==> config.mk <==
export PLATFORM = sky130hd
export DESIGN_NAME = vga_pipe_ctrl
export DESIGN_NICKNAME = d
export VERILOG_FILES = /design/src/rtl/vga_pkg.sv /design/src/rtl/vga_delay_line.sv /design/src/rtl/vga_pipe_ctrl.sv
export SDC_FILE = /design/constraint.sdc
export NUM_CORES = 1
export LEC_CHECK = 0
export BUFFER_PORTS_ARGS = -buffer_cell sky130_fd_sc_hd__clkbuf_2
export CAP_MARGIN = 0
export CORE_MARGIN = 2
export CORE_UTILIZATION = 42
export DETAILED_ROUTE_END_ITERATION = 7
export PLACE_DENSITY = 0.66
export SLEW_MARGIN = 25
export SYNTH_ARGS = -nofsm -noshare
export SYNTH_HDL_FRONTEND = slang
export SYNTH_SLANG_ARGS = --single-unit
==> constraint.sdc <==
create_clock -name pclk -period 2.1 [get_ports pclk]
set_input_delay 0.105 -clock pclk [delete_from_list [all_inputs] [get_ports pclk]]
set_output_delay 0.105 -clock pclk [all_outputs]
set_load 0.03 [all_outputs]
==> src/rtl/vga_pkg.sv <==
// Package: shared timing types, 640x480@60 default constants and width helpers
// for the VGA pixel pipeline.
//   vga_timing_t   : {active, fp, sync, bp} description of one axis
//   addr_w()       : counter/address width for a count of n values, min 1
//   timing_total() : active + fp + sync + bp
package vga_pkg;

  typedef struct packed {
    int active;
    int fp;
    int sync;
    int bp;
  } vga_timing_t;

  // 640x480@60 defaults
  localparam int H_ACTIVE_DEF = 640;
  localparam int H_FP_DEF     = 16;
  localparam int H_SYNC_DEF   = 96;
  localparam int H_BP_DEF     = 48;
  localparam int V_ACTIVE_DEF = 480;
  localparam int V_FP_DEF     = 10;
  localparam int V_SYNC_DEF   = 2;
  localparam int V_BP_DEF     = 33;

  localparam vga_timing_t VGA_640X480_H = '{active: H_ACTIVE_DEF, fp: H_FP_DEF,
                                            sync: H_SYNC_DEF, bp: H_BP_DEF};
  localparam vga_timing_t VGA_640X480_V = '{active: V_ACTIVE_DEF, fp: V_FP_DEF,
                                            sync: V_SYNC_DEF, bp: V_BP_DEF};

  localparam int RGB_W      = 24;
  localparam int MAX_RD_LAT = 4;

  // Width needed to hold 0..n-1; never narrower than one bit.
  function automatic int addr_w(input int n);
    return (n > 1) ? $clog2(n) : 1;
  endfunction

  function automatic int timing_total(input vga_timing_t t);
    return t.active + t.fp + t.sync + t.bp;
  endfunction

endpackage

==> src/rtl/vga_delay_line.sv <==
// Enable-advanced shift register used to align control bits with the
// frame-buffer read latency.
//   clk_i : clock
//   rst_i : synchronous active-high reset, fills every stage with RST_VAL
//   en_i  : shift enable
//   d_i   : input word
//   q_o   : word entered DEPTH enabled cycles ago (DEPTH 0 = straight wire)
module vga_delay_line
  import vga_pkg::*;
#(
  parameter int               WIDTH   = 1,
  parameter int               DEPTH   = 1,
  parameter logic [WIDTH-1:0] RST_VAL = '0
) (
  input  logic             clk_i,
  input  logic             rst_i,
  input  logic             en_i,
  input  logic [WIDTH-1:0] d_i,
  output logic [WIDTH-1:0] q_o
);

  if (DEPTH == 0) begin : g_wire
    logic unused_s;
    assign unused_s = clk_i ^ rst_i ^ en_i;
    assign q_o      = d_i;
  end else begin : g_pipe
    logic [WIDTH-1:0] stage_q [DEPTH];

    // Shift chain; reset wins over enable so in-flight words are dropped.
    always_ff @(posedge clk_i) begin
      if (rst_i) begin
        for (int i = 0; i < DEPTH; i++) stage_q[i] <= RST_VAL;
      end else if (en_i) begin
        stage_q[0] <= d_i;
        for (int i = 1; i < DEPTH; i++) stage_q[i] <= stage_q[i-1];
      end
    end

    assign q_o = stage_q[DEPTH-1];
  end

endmodule

==> src/rtl/vga_pipe_ctrl.sv <==
// Parametrised VGA timing generator and pixel output stage.
// Raster counters drive a registered frame-buffer request (stage 0); sync,
// request and frame-start bits travel through an RD_LAT-deep delay line so
// they meet the returned pixel data in the output register.
//   pclk, reset, pix_en           : clock, sync active-high reset, advance enable
//   req, h_addr, v_addr           : frame-buffer read request and pixel address
//   vga_data                      : {R,G,B} returned RD_LAT pix_en cycles after req
//   hsync, vsync, valid           : output-aligned sync and active-video flags
//   frame_start                   : pulse with pixel (0,0) on the RGB outputs
//   vga_r, vga_g, vga_b           : registered colour outputs
module vga_pipe_ctrl
  import vga_pkg::*;
#(
  parameter int          H_ACTIVE    = H_ACTIVE_DEF,
  parameter int          H_FP        = H_FP_DEF,
  parameter int          H_SYNC      = H_SYNC_DEF,
  parameter int          H_BP        = H_BP_DEF,
  parameter int          V_ACTIVE    = V_ACTIVE_DEF,
  parameter int          V_FP        = V_FP_DEF,
  parameter int          V_SYNC      = V_SYNC_DEF,
  parameter int          V_BP        = V_BP_DEF,
  parameter bit          HS_POL      = 1'b0,
  parameter bit          VS_POL      = 1'b0,
  parameter int          RD_LAT      = 1,
  parameter logic [23:0] BLANK_COLOR = 24'h000000
) (
  input  logic                          pclk,
  input  logic                          reset,
  input  logic                          pix_en,
  output logic                          req,
  output logic [addr_w(H_ACTIVE)-1:0]   h_addr,
  output logic [addr_w(V_ACTIVE)-1:0]   v_addr,
  input  logic [23:0]                   vga_data,
  output logic                          hsync,
  output logic                          vsync,
  output logic                          valid,
  output logic                          frame_start,
  output logic [7:0]                    vga_r,
  output logic [7:0]                    vga_g,
  output logic [7:0]                    vga_b
);

  localparam vga_timing_t H_TIM = '{active: H_ACTIVE, fp: H_FP, sync: H_SYNC, bp: H_BP};
  localparam vga_timing_t V_TIM = '{active: V_ACTIVE, fp: V_FP, sync: V_SYNC, bp: V_BP};
  localparam int H_TOTAL = timing_total(H_TIM);
  localparam int V_TOTAL = timing_total(V_TIM);
  localparam int HCW     = addr_w(H_TOTAL);
  localparam int VCW     = addr_w(V_TOTAL);
  localparam int HAW     = addr_w(H_ACTIVE);
  localparam int VAW     = addr_w(V_ACTIVE);

  localparam logic [HCW-1:0] H_LAST = HCW'(H_TOTAL - 1);
  localparam logic [HCW-1:0] H_ACT  = HCW'(H_ACTIVE);
  localparam logic [HCW-1:0] H_SS   = HCW'(H_ACTIVE + H_FP);
  localparam logic [HCW-1:0] H_SE   = HCW'(H_ACTIVE + H_FP + H_SYNC - 1);
  localparam logic [VCW-1:0] V_LAST = VCW'(V_TOTAL - 1);
  localparam logic [VCW-1:0] V_ACT  = VCW'(V_ACTIVE);
  localparam logic [VCW-1:0] V_SS   = VCW'(V_ACTIVE + V_FP);
  localparam logic [VCW-1:0] V_SE   = VCW'(V_ACTIVE + V_FP + V_SYNC - 1);

  // Delay-line word layout: {hs, vs, req, fs}; idle value is inactive sync.
  localparam logic [3:0] DLY_IDLE = {~HS_POL, ~VS_POL, 1'b0, 1'b0};

  if (RD_LAT < 0 || RD_LAT > MAX_RD_LAT || H_FP == 0 || H_SYNC == 0 || H_BP == 0 ||
      V_FP == 0 || V_SYNC == 0 || V_BP == 0) begin : g_bad_cfg
    $error("vga_pipe_ctrl: RD_LAT must be 0..4 and all porch/sync widths non-zero");
  end

  logic [HCW-1:0] h_cnt_q, h_cnt_d;
  logic [VCW-1:0] v_cnt_q, v_cnt_d;
  logic           req_q, req_d;
  logic [HAW-1:0] h_addr_q, h_addr_d;
  logic [VAW-1:0] v_addr_q, v_addr_d;
  logic           hs0_q, hs0_d;
  logic           vs0_q, vs0_d;
  logic           fs0_q, fs0_d;
  logic [3:0]     dly_s;
  logic           hsync_q, vsync_q, valid_q, fs_q;
  logic [23:0]    rgb_q, rgb_d;

  // Raster counter next state: h wraps to 0 and carries into v on the same edge.
  always_comb begin
    h_cnt_d = h_cnt_q;
    v_cnt_d = v_cnt_q;
    if (h_cnt_q == H_LAST) begin
      h_cnt_d = '0;
      if (v_cnt_q == V_LAST) begin
        v_cnt_d = '0;
      end else begin
        v_cnt_d = v_cnt_q + 1'b1;
      end
    end else begin
      h_cnt_d = h_cnt_q + 1'b1;
    end
  end

  // Stage-0 decode of the current raster position.
  always_comb begin
    req_d    = (h_cnt_q < H_ACT) && (v_cnt_q < V_ACT);
    h_addr_d = req_d ? h_cnt_q[HAW-1:0] : '0;
    v_addr_d = req_d ? v_cnt_q[VAW-1:0] : '0;
    hs0_d    = ((h_cnt_q >= H_SS) && (h_cnt_q <= H_SE)) ? HS_POL : ~HS_POL;
    vs0_d    = ((v_cnt_q >= V_SS) && (v_cnt_q <= V_SE)) ? VS_POL : ~VS_POL;
    fs0_d    = req_d && (h_cnt_q == '0) && (v_cnt_q == '0);
  end

  // Counters and stage-0 registers; a stall freezes the request address too.
  always_ff @(posedge pclk) begin
    if (reset) begin
      h_cnt_q  <= '0;
      v_cnt_q  <= '0;
      req_q    <= 1'b0;
      h_addr_q <= '0;
      v_addr_q <= '0;
      hs0_q    <= ~HS_POL;
      vs0_q    <= ~VS_POL;
      fs0_q    <= 1'b0;
    end else if (pix_en) begin
      h_cnt_q  <= h_cnt_d;
      v_cnt_q  <= v_cnt_d;
      req_q    <= req_d;
      h_addr_q <= h_addr_d;
      v_addr_q <= v_addr_d;
      hs0_q    <= hs0_d;
      vs0_q    <= vs0_d;
      fs0_q    <= fs0_d;
    end
  end

  vga_delay_line #(
    .WIDTH   (4),
    .DEPTH   (RD_LAT),
    .RST_VAL (DLY_IDLE)
  ) u_dly (
    .clk_i (pclk),
    .rst_i (reset),
    .en_i  (pix_en),
    .d_i   ({hs0_q, vs0_q, req_q, fs0_q}),
    .q_o   (dly_s)
  );

  // Colour select: frame-buffer data only for delayed-active pixels.
  always_comb begin
    if (dly_s[1]) begin
      rgb_d = vga_data;
    end else begin
      rgb_d = BLANK_COLOR;
    end
  end

  // Output register, one stage after the delay line so sync and video stay aligned.
  always_ff @(posedge pclk) begin
    if (reset) begin
      hsync_q <= ~HS_POL;
      vsync_q <= ~VS_POL;
      valid_q <= 1'b0;
      fs_q    <= 1'b0;
      rgb_q   <= BLANK_COLOR;
    end else if (pix_en) begin
      hsync_q <= dly_s[3];
      vsync_q <= dly_s[2];
      valid_q <= dly_s[1];
      fs_q    <= dly_s[0];
      rgb_q   <= rgb_d;
    end
  end

  assign req         = req_q;
  assign h_addr      = h_addr_q;
  assign v_addr      = v_addr_q;
  assign hsync       = hsync_q;
  assign vsync       = vsync_q;
  assign valid       = valid_q;
  assign frame_start = fs_q;
  assign vga_r       = rgb_q[23:16];
  assign vga_g       = rgb_q[15:8];
  assign vga_b       = rgb_q[7:0];

endmodule
==> flow_summary.yaml, run 1 <==
route:
  vias: 2408
  first_iter_violations: 132
  post-route-drc-count: 0
  dr.pass1.iters: 4
  wl_um: 6860
  avgViaCountPerCell: 5.40
  wl_per_cell_um: 15.4
  ant_nets: 0
worst_setup_path:
  cp_data_required_time_ps: 2370
  critical-path-max-stage-delay_ps: 580
  cp-start-kind: "flip-flop"
  crit_type: "flip-flop to flip-flop"
  cp.arrival_ps: 2190
  critical_path_buf_inv_count: 0
  crit_start: "h_cnt_q[0]$_SDFFE_PP0P_"
  crit_fanout: 8
  path_cells: "ha_1 -> and4_4 -> nand4b_1 -> or4_1 -> a21oi_1"
  r2r-start: "h_cnt_q[0]$_SDFFE_PP0P_"
  endpoint_kind: "flip-flop"
  path_delay_family: "simple AND/OR/NAND/NOR gates"
  slowest_stage: "or4_1"
global_route:
  grt_max_degree: 26
  grt-ovfl-total: 0
  grt_pass1_wl_um: 11200
  track_usage_pct: 19.4
  grt_pass1_vias: 2276
  antenna_found_initial: 0
logic_synthesis:
  async_flop_share_pct: 0
  synth_top_cell_by_area: "dfxtp_1"
  syn_nets: 296
  synthCells: 265
  synthTopCellsByCount: "dfxtp_1, a22o_1, nor2_1"
  yosysMostFrequentCell: "dfxtp_1"
  synth.distinct_cells: 39
  netlist_area_mm2: 0.00280
  synth_ff_type: "dfxtp_1"
  yosysSeqAreaShare_pct: 55.0
  ys_top_cells_by_area: "dfxtp_1, a22o_1, edfxtp_1, nor2_1, xnor2_1"
  ys_ff_latch: 75
  avgSynthCellArea_um2: 10.6
  ys_warn_count: 0
  synth_top_area_share_pct: 50.7
  synth_edf_count: 4
final_layout:
  final_layout_size_suffix_gt1_share_pct: 28.5
  stdcell_area_mm2: 0.00370
  nNetsFinal: 395
  antennaDiodeCount: 0
  multi_input_area_mm2: 0.00116
  fillCellCount: 563
  seqCellArea_mm2: 0.00154
  area_growth_pct: 31.9
pwr:
  peakVddDrop_mv: 0.407
  power_density_mw_per_mm2: 738
  power_w: 0.00273
  leakage_nw: 1.57
hold_path:
  hp-class: "input pin to flip-flop"
  hold_path_startpoint: "vga_data[23]"
timing:
  finClkSkew_ps: 15.0
  slew_viol_final: 0
  finalSetupViolCount: 0
  period_share_pct: 91.6
  hold_violations: 0
  slew_headroom_pct: 38.3
  hold_ws_ps: 16.8
  rsz0062_at_grt: "no"
  period_minus_slack_ps: 1920
  fin_setup_tns_ps: 0
  fmax_mhz: 520
  worst_pin_slew_ps: 925
cts:
  numCtsBuffers: 9
  cts_sinks: 75
  cts-root-buf: "clkbuf_8"
  clock_latency_ps: 340
  clk_pin_slew_worst_paths_ps: 80
  tritoncts: "yes"
  clock_path_buffers: 2
  cts_htree_levels: 3
floorplanning:
  dieArea_mm2: 0.00734
  initial_core_util_pct: 43.9
  fp.dieW_um: 85.7
  die-height_um: 85.7
  io_pins: 75
  core_mm2: 0.00639
  row_count: 29
placement:
  place_congestion: 0.822
  postPlaceCellArea_mm2: 0.00327
  dpl.hpwl_um: 4510
  io_buffer_count: 74
outcome:
  status: "finished clean"
flow_run:
  maxCapViolCount: 0
==> power by group <==
part	internal, W	switching [W]	total, W
Clock	0.000504	0.000537	0.00104
Combinational	0.0000941	0.000116	0.000210
Sequential	0.00146	0.0000171	0.00148
==> registers in the layout, indices dropped and copies added, names as in the netlist, 4 cells and up <==
register / cells
rgb_q: 24
h_addr: 10
v_cnt_q: 10
u_dly.g_pipe.stage_q: 4
v_addr: 9
h_cnt_q: 10
==> worst register-to-register path: stages (launching register included) <==
cell and delay (ps):
dfxtp_2 390, ha_1 210, and4_4 270, nand4b_1 270
or4_1 580, a21oi_1 140
==> layout make-up <==
cell class,instances,area share [%]
clock buffers,11,4.13
well taps,77,2.61
multi-input cells,162,31.3
repair buffers,108,18.5
inverters,8,0.812
clock inverters,5,0.948
flip-flops and latches,75,41.8
==> through the flow <==
stage	setup slack [ps]	cells	utilization [%]
finish	177	446	57.9
global route	66.6	446	57.9
CTS	84.5	446	57.7
detailed placement	133	407	51.2
global placement	201	407	51.2
floorplan	475	265	-
==> timing repair <==
item                                    4_1_cts  5_1_grt
hold buffers                                 23        0
gates resized for setup                       0        3
setup buffers                                 0        0
hold endpoints to repair                     23        0
endpoints found under the setup margin        0        8
==> path summary, 6_finish.rpt <==
| kind | end | cells past startpoint | slack, ps |
|---|---|---|---|
| worst max-delay path | v_cnt_q[7]$_SDFFE_PP0P_ | 5 | 180 |
| worst max register to register | v_cnt_q[7]$_SDFFE_PP0P_ | 5 | 180 |
| worst min register to register | h_addr[8]$_SDFFE_PP0P_ | 2 | 470 |
| worst min-delay path | rgb_q[23]$_SDFFE_PP0P_ | 2 | 20 |
==> cell families (layout without fill, tap and decap cells) <==
family	after synthesis	in the layout	share of synthesized area [%]
AOI/OAI and AO/OA	71	71	19.8
buffers and inverters	28	132	4.29
adders and majority gates	4	4	1.79
DFF	75	75	55.0
xor gates and xnor gates	9	9	2.81
muxes	1	1	0.357
and+or+nand+nor	77	77	15.9
==> routing by layer <==
layer  up-vias  global-route usage, %  routed length [µm]
met1      1148                   25.7                3150
met3        15                   3.85                 313
li1       1176                      -                   -
met4         0                   10.7                 159
met2        69                   29.9                3240
met5         -                      0                   0
==> cell usage in the layout (no fill, tap or decap), types with 5 or more instances in the layout <==
master / count
clkbuf_2: 74
dfxtp_1: 69
a22o_1: 44
dlygate4sd3_1: 23
nor2_1: 14
buf_4: 11
nand3_1: 9
o21ai_0: 9
clkbuf_8: 9
inv_1: 8
a21oi_1: 8
nand4_1: 8
nand2_1: 6
xnor2_1: 6
or3_1: 5
nor4_1: 5
nand2b_1: 5
Power figures use the tool's default switching activity.
==> inputs of run 2 (changes only) <==
--- a/config.mk
+++ b/config.mk
@@ -9,7 +9,7 @@
 export CAP_MARGIN = 0
 export CORE_MARGIN = 2
-export CORE_UTILIZATION = 42
+export CORE_UTILIZATION = 51
 export DETAILED_ROUTE_END_ITERATION = 7
-export PLACE_DENSITY = 0.66
+export PLACE_DENSITY = 0.78
 export SLEW_MARGIN = 25
 export SYNTH_ARGS = -nofsm -noshare
==> constraint.sdc (replaced) <==
create_clock -name pclk -period 2.1 [get_ports pclk]
set_input_delay 0.42 -clock pclk [delete_from_list [all_inputs] [get_ports pclk]]
set_output_delay 0.42 -clock pclk [all_outputs]
set_load 0.03 [all_outputs]
==> run 2 against run 1 <==
  * Largest cell class unchanged
  * Non-clock buffer count fell by 27
  * Highest routed layer unchanged
  * Utilization rose by 8.4 points
  * Total power rose by 0.70%
  * Clock skew fell by 3.6 ps
  * Sequential share of layout area rose by 3.0 points
==> flow_summary.yaml, run 2 (synthesis gave the netlist of run 1 again) <==
final_layout:
  area_growth_pct: 23.1
  fillCellCount: 419
  layout_common_cells: "clkbuf_2, dfxtp_1, a22o_1, nor2_1, clkbuf_8"
  multi_input_area_mm2: 0.00115
  final_layout_size_suffix_gt1_share_pct: 29.8
  largest_reg_flops: 24
  seqCellArea_mm2: 0.00154
  nNetsFinal: 368
  antennaDiodeCount: 0
  mostFrequentLayoutCell: "clkbuf_2"
  largest_register: "rgb_q"
hold_path:
  hold_end: "rgb_q[9]$_SDFFE_PP0P_"
  hold_path_startpoint: "vga_data[9]"
  holdPathStages: 2
  hp-class: "input pin to flip-flop"
timing:
  finalSetupViolCount: 0
  slew_headroom_pct: 42.5
  fmax_mhz: 526
  hold_ws_ps: 280
  slew_viol_final: 0
  hold_violations: 0
  finClkSkew_ps: 11.5
  period_share_pct: 90.5
  fin_setup_tns_ps: 0
  period_minus_slack_ps: 1900
  worst_pin_slew_ps: 863
  rsz0062_at_grt: "no"
route:
  avgViaCountPerCell: 5.65
  wl_per_cell_um: 15.5
  vias: 2328
  ant_nets: 0
  post-route-drc-count: 0
  first_iter_violations: 165
  dr.pass1.iters: 4
  wl_um: 6370
global_route:
  grt_pass1_vias: 2101
  gr-usage-met1_pct: 29.5
  use_met3_pct: 5.63
  grt-busiest-layer: "met2"
  grt_max_degree: 38
  antenna_found_initial: 0
  grt-ovfl-total: 0
  met2_usage_pct: 31.9
  track_usage_pct: 21.5
  grt_pass1_wl_um: 10300
worst_setup_path:
  cp.arrival_ps: 2180
  endpoint_kind: "flip-flop"
  path_delay_family: "simple AND/OR/NAND/NOR gates"
  reg2reg_slack_ps: 200
  critical-path-max-stage-delay_ps: 390
  worstRegToRegCells: 6
  critical_path_buf_inv_count: 1
  r2r-start: "h_cnt_q[1]$_SDFFE_PP0P_"
  cp-start-kind: "flip-flop"
  r2r_end: "v_cnt_q[5]$_SDFFE_PP0P_"
  path_cells: "ha_1 -> and4_4 -> nand4b_1 -> buf_4 -> or3_1 -> a21oi_1"
  crit_type: "flip-flop to flip-flop"
  slowest_stage: "dfxtp_2"
  crit_fanout: 7
  cp_data_required_time_ps: 2380
pwr:
  power_w: 0.00275
  power_switching_share_pct: 24.7
  leakage_nw: 1.46
  p_int_w: 0.00207
  power_density_mw_per_mm2: 797
  peakVddDrop_mv: 0.466
  p_clk_share_pct: 40.0
  power_switching_w: 0.000678
  combPwrFrac_pct: 6.3
  power_frac_seq_pct: 53.8
placement:
  dpl.hpwl_um: 4460
  io_buffer_count: 74
  place_congestion: 0.877
floorplanning:
  row_count: 26
  core_mm2: 0.00520
  fp.dieW_um: 78.1
  initial_core_util_pct: 53.8
  dieArea_mm2: 0.00610
  io_pins: 75
  die-height_um: 78.1
cts:
  clock_latency_ps: 350
  numCtsBuffers: 9
  cts-root-buf: "clkbuf_8"
  cts_htree_levels: 3
  clk_pin_slew_worst_paths_ps: 90
  clock_path_buffers: 2
  tritoncts: "yes"
  cts_sinks: 75
outcome:
  status: "finished clean"
flow_run:
  maxCapViolCount: 0
run 2: per-layer routing:
layer	part of all wire, %	wire [µm]
met5	0	0
met4	1.1	71
met3	6.0	379
met2	49	3110
met1	44	2800
run 2: layout make-up:
class / instances / share of cell area (%)
clock buffer: 11 / 4.72
sequential: 75 / 44.8
inverter: 8 / 0.871
tap: 70 / 2.54
multi-input combinational: 162 / 33.3
clock inverter: 5 / 1.20
timing repair buffer: 81 / 12.6
run 2: power groups by stage:
| stage | sequential (W) | combinational (W) | clock (W) |
|---|---|---|---|
| 3_3_place_gp | 0.00151 | 0.000167 | 0 |
| 5_1_grt | 0.00148 | 0.000186 | 0.00118 |
| 2_1_floorplan | 0.00154 | 0.0000656 | 0 |
| 4_1_cts | 0.00148 | 0.000172 | 0.00112 |
| 6_report | 0.00148 | 0.000172 | 0.00110 |
| 3_5_place_dp | 0.00151 | 0.000171 | 0 |
run 2: worst max path at each step:
stage | to | slack, ps | cells after the start | from
floorplan | v_cnt_q[3]$_SDFFE_PP0P_ | 470 | 6 | h_cnt_q[1]$_SDFFE_PP0P_
global placement | v_cnt_q[3]$_SDFFE_PP0P_ | 270 | 6 | h_cnt_q[1]$_SDFFE_PP0P_
detailed placement | v_cnt_q[5]$_SDFFE_PP0P_ | 170 | 6 | h_cnt_q[0]$_SDFFE_PP0P_
CTS | v_cnt_q[5]$_SDFFE_PP0P_ | 120 | 6 | h_cnt_q[1]$_SDFFE_PP0P_
global route | v_cnt_q[5]$_SDFFE_PP0P_ | 60 | 6 | h_cnt_q[1]$_SDFFE_PP0P_
finish | v_cnt_q[5]$_SDFFE_PP0P_ | 200 | 6 | h_cnt_q[1]$_SDFFE_PP0P_
run 2: through the flow:
step	util, %	worst slack [ps]	std cells	cell area [µm²]
final	66.3	199	412	3450
after global routing	66.3	63.8	412	3450
after CTS	66.2	124	412	3450
after detailed placement	62.3	174	396	3240
after global placement	62.3	271	396	3240
after floorplan	-	475	265	2800
run 2: worst register-to-register path: stages (launching register included):
cell and delay [ps]:
dfxtp_2 390, ha_1 210, and4_4 260, nand4b_1 230, buf_4 240, or3_1 340
a21oi_1 140
run 2: repair_timing:
action / 4_1_cts / 5_1_grt
hold buffers: 0 / 0
endpoints found under the setup margin: 0 / 3
resized for setup: 0 / 2
setup buffers: 0 / 0
==> inputs of run 3 (changes only) <==
CELL_PAD_IN_SITES_DETAIL_PLACEMENT = 0   (was default)
CELL_PAD_IN_SITES_GLOBAL_PLACEMENT = 1   (was default)
CORE_UTILIZATION = 39   (was 51)
clock period = 1.85 ns   (was 2.1 ns; I/O delays follow)
==> run 3 against run 2 <==
  * Total power increased by 12%
  * Clock power increased by 7%
  * Die area increased by 29%
  * Non-clock buffer count increased by 21
  * Maximum frequency increased by 9.1%
  * Critical path depth unchanged
  * First-iteration DRC count decreased by 30%
  * Hold slack got worse by 68 ps
  * Largest cell class unchanged
  * Largest power group unchanged
==> flow_summary.yaml, run 3 (synthesis gave the netlist of run 1 again) <==
outcome:
  status: "finished clean"
floorplanning:
  row_count: 30
  dieArea_mm2: 0.00788
  core_mm2: 0.00687
  die-height_um: 88.8
  fp.dieW_um: 88.8
  initial_core_util_pct: 40.8
  io_pins: 75
pwr:
  p_int_w: 0.00225
  power_switching_w: 0.000815
  leakage_nw: 1.57
  power_switching_share_pct: 26.6
  power_frac_seq_pct: 54.5
  p_clk_share_pct: 38.6
  combPwrFrac_pct: 6.8
  power_density_mw_per_mm2: 847
  peakVddDrop_mv: 0.345
route:
  vias: 2357
  wl_per_cell_um: 14.8
  wl_um: 6780
  first_iter_violations: 116
  ant_nets: 0
  avgViaCountPerCell: 5.14
  post-route-drc-count: 0
  dr.pass1.iters: 4
timing:
  slew_viol_final: 0
  setup_slack_ps: 108
  slew_headroom_pct: 71.6
  fmax_mhz: 574
  period_share_pct: 94.2
  worst_pin_slew_ps: 422
  fin_setup_tns_ps: 0
  rsz0062_at_grt: "no"
  finClkSkew_ps: 9.85
  finalSetupViolCount: 0
  period_minus_slack_ps: 1740
  hold_ws_ps: 212
  hold_violations: 0
cts:
  cts_sinks: 75
  clock_latency_ps: 360
  numCtsBuffers: 9
  cts-root-buf: "clkbuf_8"
  cts-hold-fix-buffers: 0
  tritoncts: "yes"
  cts_htree_levels: 3
  clock_path_buffers: 2
  clk_pin_slew_worst_paths_ps: 90
worst_setup_path:
  crit_type: "flip-flop to flip-flop"
  endpoint_kind: "flip-flop"
  worstRegToRegCells: 6
  cp_data_required_time_ps: 2140
  crit_fanout: 9
  cp.arrival_ps: 2030
  cp-start-kind: "flip-flop"
global_route:
  grt-ovfl-total: 0
  track_usage_pct: 17.7
  grt_pass1_vias: 2201
  met2_usage_pct: 25.6
  grt-busiest-layer: "met2"
  use_met3_pct: 3.26
  antenna_found_initial: 0
  grt_pass1_wl_um: 10600
  grt_max_degree: 36
  gr-usage-met1_pct: 24.8
flow_run:
  maxCapViolCount: 0
placement:
  place_congestion: 0.765
  dp_slack_ps: 1.55
  io_buffer_count: 74
  dpl.hpwl_um: 4790
final_layout:
  final_layout_size_suffix_gt1_share_pct: 33.6
  area_growth_pct: 29.2
  layout_common_cells: "clkbuf_2, dfxtp_1, a22o_1, buf_4, nor2_1"
  largest_reg_flops: 24
  mostFrequentLayoutCell: "clkbuf_2"
  nNetsFinal: 389
  largest_register: "rgb_q"
  antennaDiodeCount: 0
hold_path:
  holdPathStages: 2
  hp-class: "input pin to flip-flop"
## run 3: metal layers
metal  share of wire [%]  vias up
met4                 1.3        0
met5                   0        -
li1                    -     1165
met2                  48       53
met3                 4.1        8
met1                  47     1131
## run 3: power by group through the flow
stage,clock (W),sequential [W],combinational [W]
after floorplan,0,0.00175,0.0000744
after CTS,0.00122,0.00167,0.000212
after global routing,0.00129,0.00168,0.000227
after global placement,0,0.00171,0.000208
final,0.00118,0.00167,0.000210
after detailed placement,0,0.00171,0.000210
## run 3: through the flow
step           cells  total power, W  area [µm²]  util [%]
2_1_floorplan    265         0.00183        2800         -
6_report         459         0.00307        3620      52.7
4_1_cts          458         0.00310        3610      52.5
5_1_grt          459         0.00319        3620      52.7
3_5_place_dp     441         0.00192        3420      49.8
3_3_place_gp     441         0.00192        3420      49.8
## run 3: area by class of cell
cell class	count	area [µm²]
Inverter	8	30.0
Multi-Input combinational cell	162	1150
Timing Repair Buffer	102	593
Clock inverter	7	57.6
Fill cell	659	3250
Sequential cell	75	1540
Clock buffer	9	124
Tap cell	96	120
## run 3: path summary, 6_finish.rpt
| path | startpoint | end | slack, ps |
|---|---|---|---|
| worst max-delay path | h_cnt_q[0]$_SDFFE_PP0P_ | v_cnt_q[7]$_SDFFE_PP0P_ | 110 |
| worst min-delay path | vga_data[5] | rgb_q[5]$_SDFFE_PP0P_ | 210 |
| worst max register to register | h_cnt_q[0]$_SDFFE_PP0P_ | v_cnt_q[7]$_SDFFE_PP0P_ | 110 |
| worst min register to register | valid$_SDFFE_PP0P_ | valid$_SDFFE_PP0P_ | 460 |
## run 3: what timing repair did
action / in CTS / in global routing
endpoints found under the setup margin: 2 / 2
hold endpoints to repair: 0 / 0
pin swaps: 0 / 1
gates resized for setup: 0 / 1
buffers inserted: 1 / 1
## run 3: critical path: stages (launching register included)
cell and delay (ps):
dfxtp_1 340, ha_1 190, and4_4 240, nand4b_1 90
buf_4 180, or4_1 500, a21oi_1 140
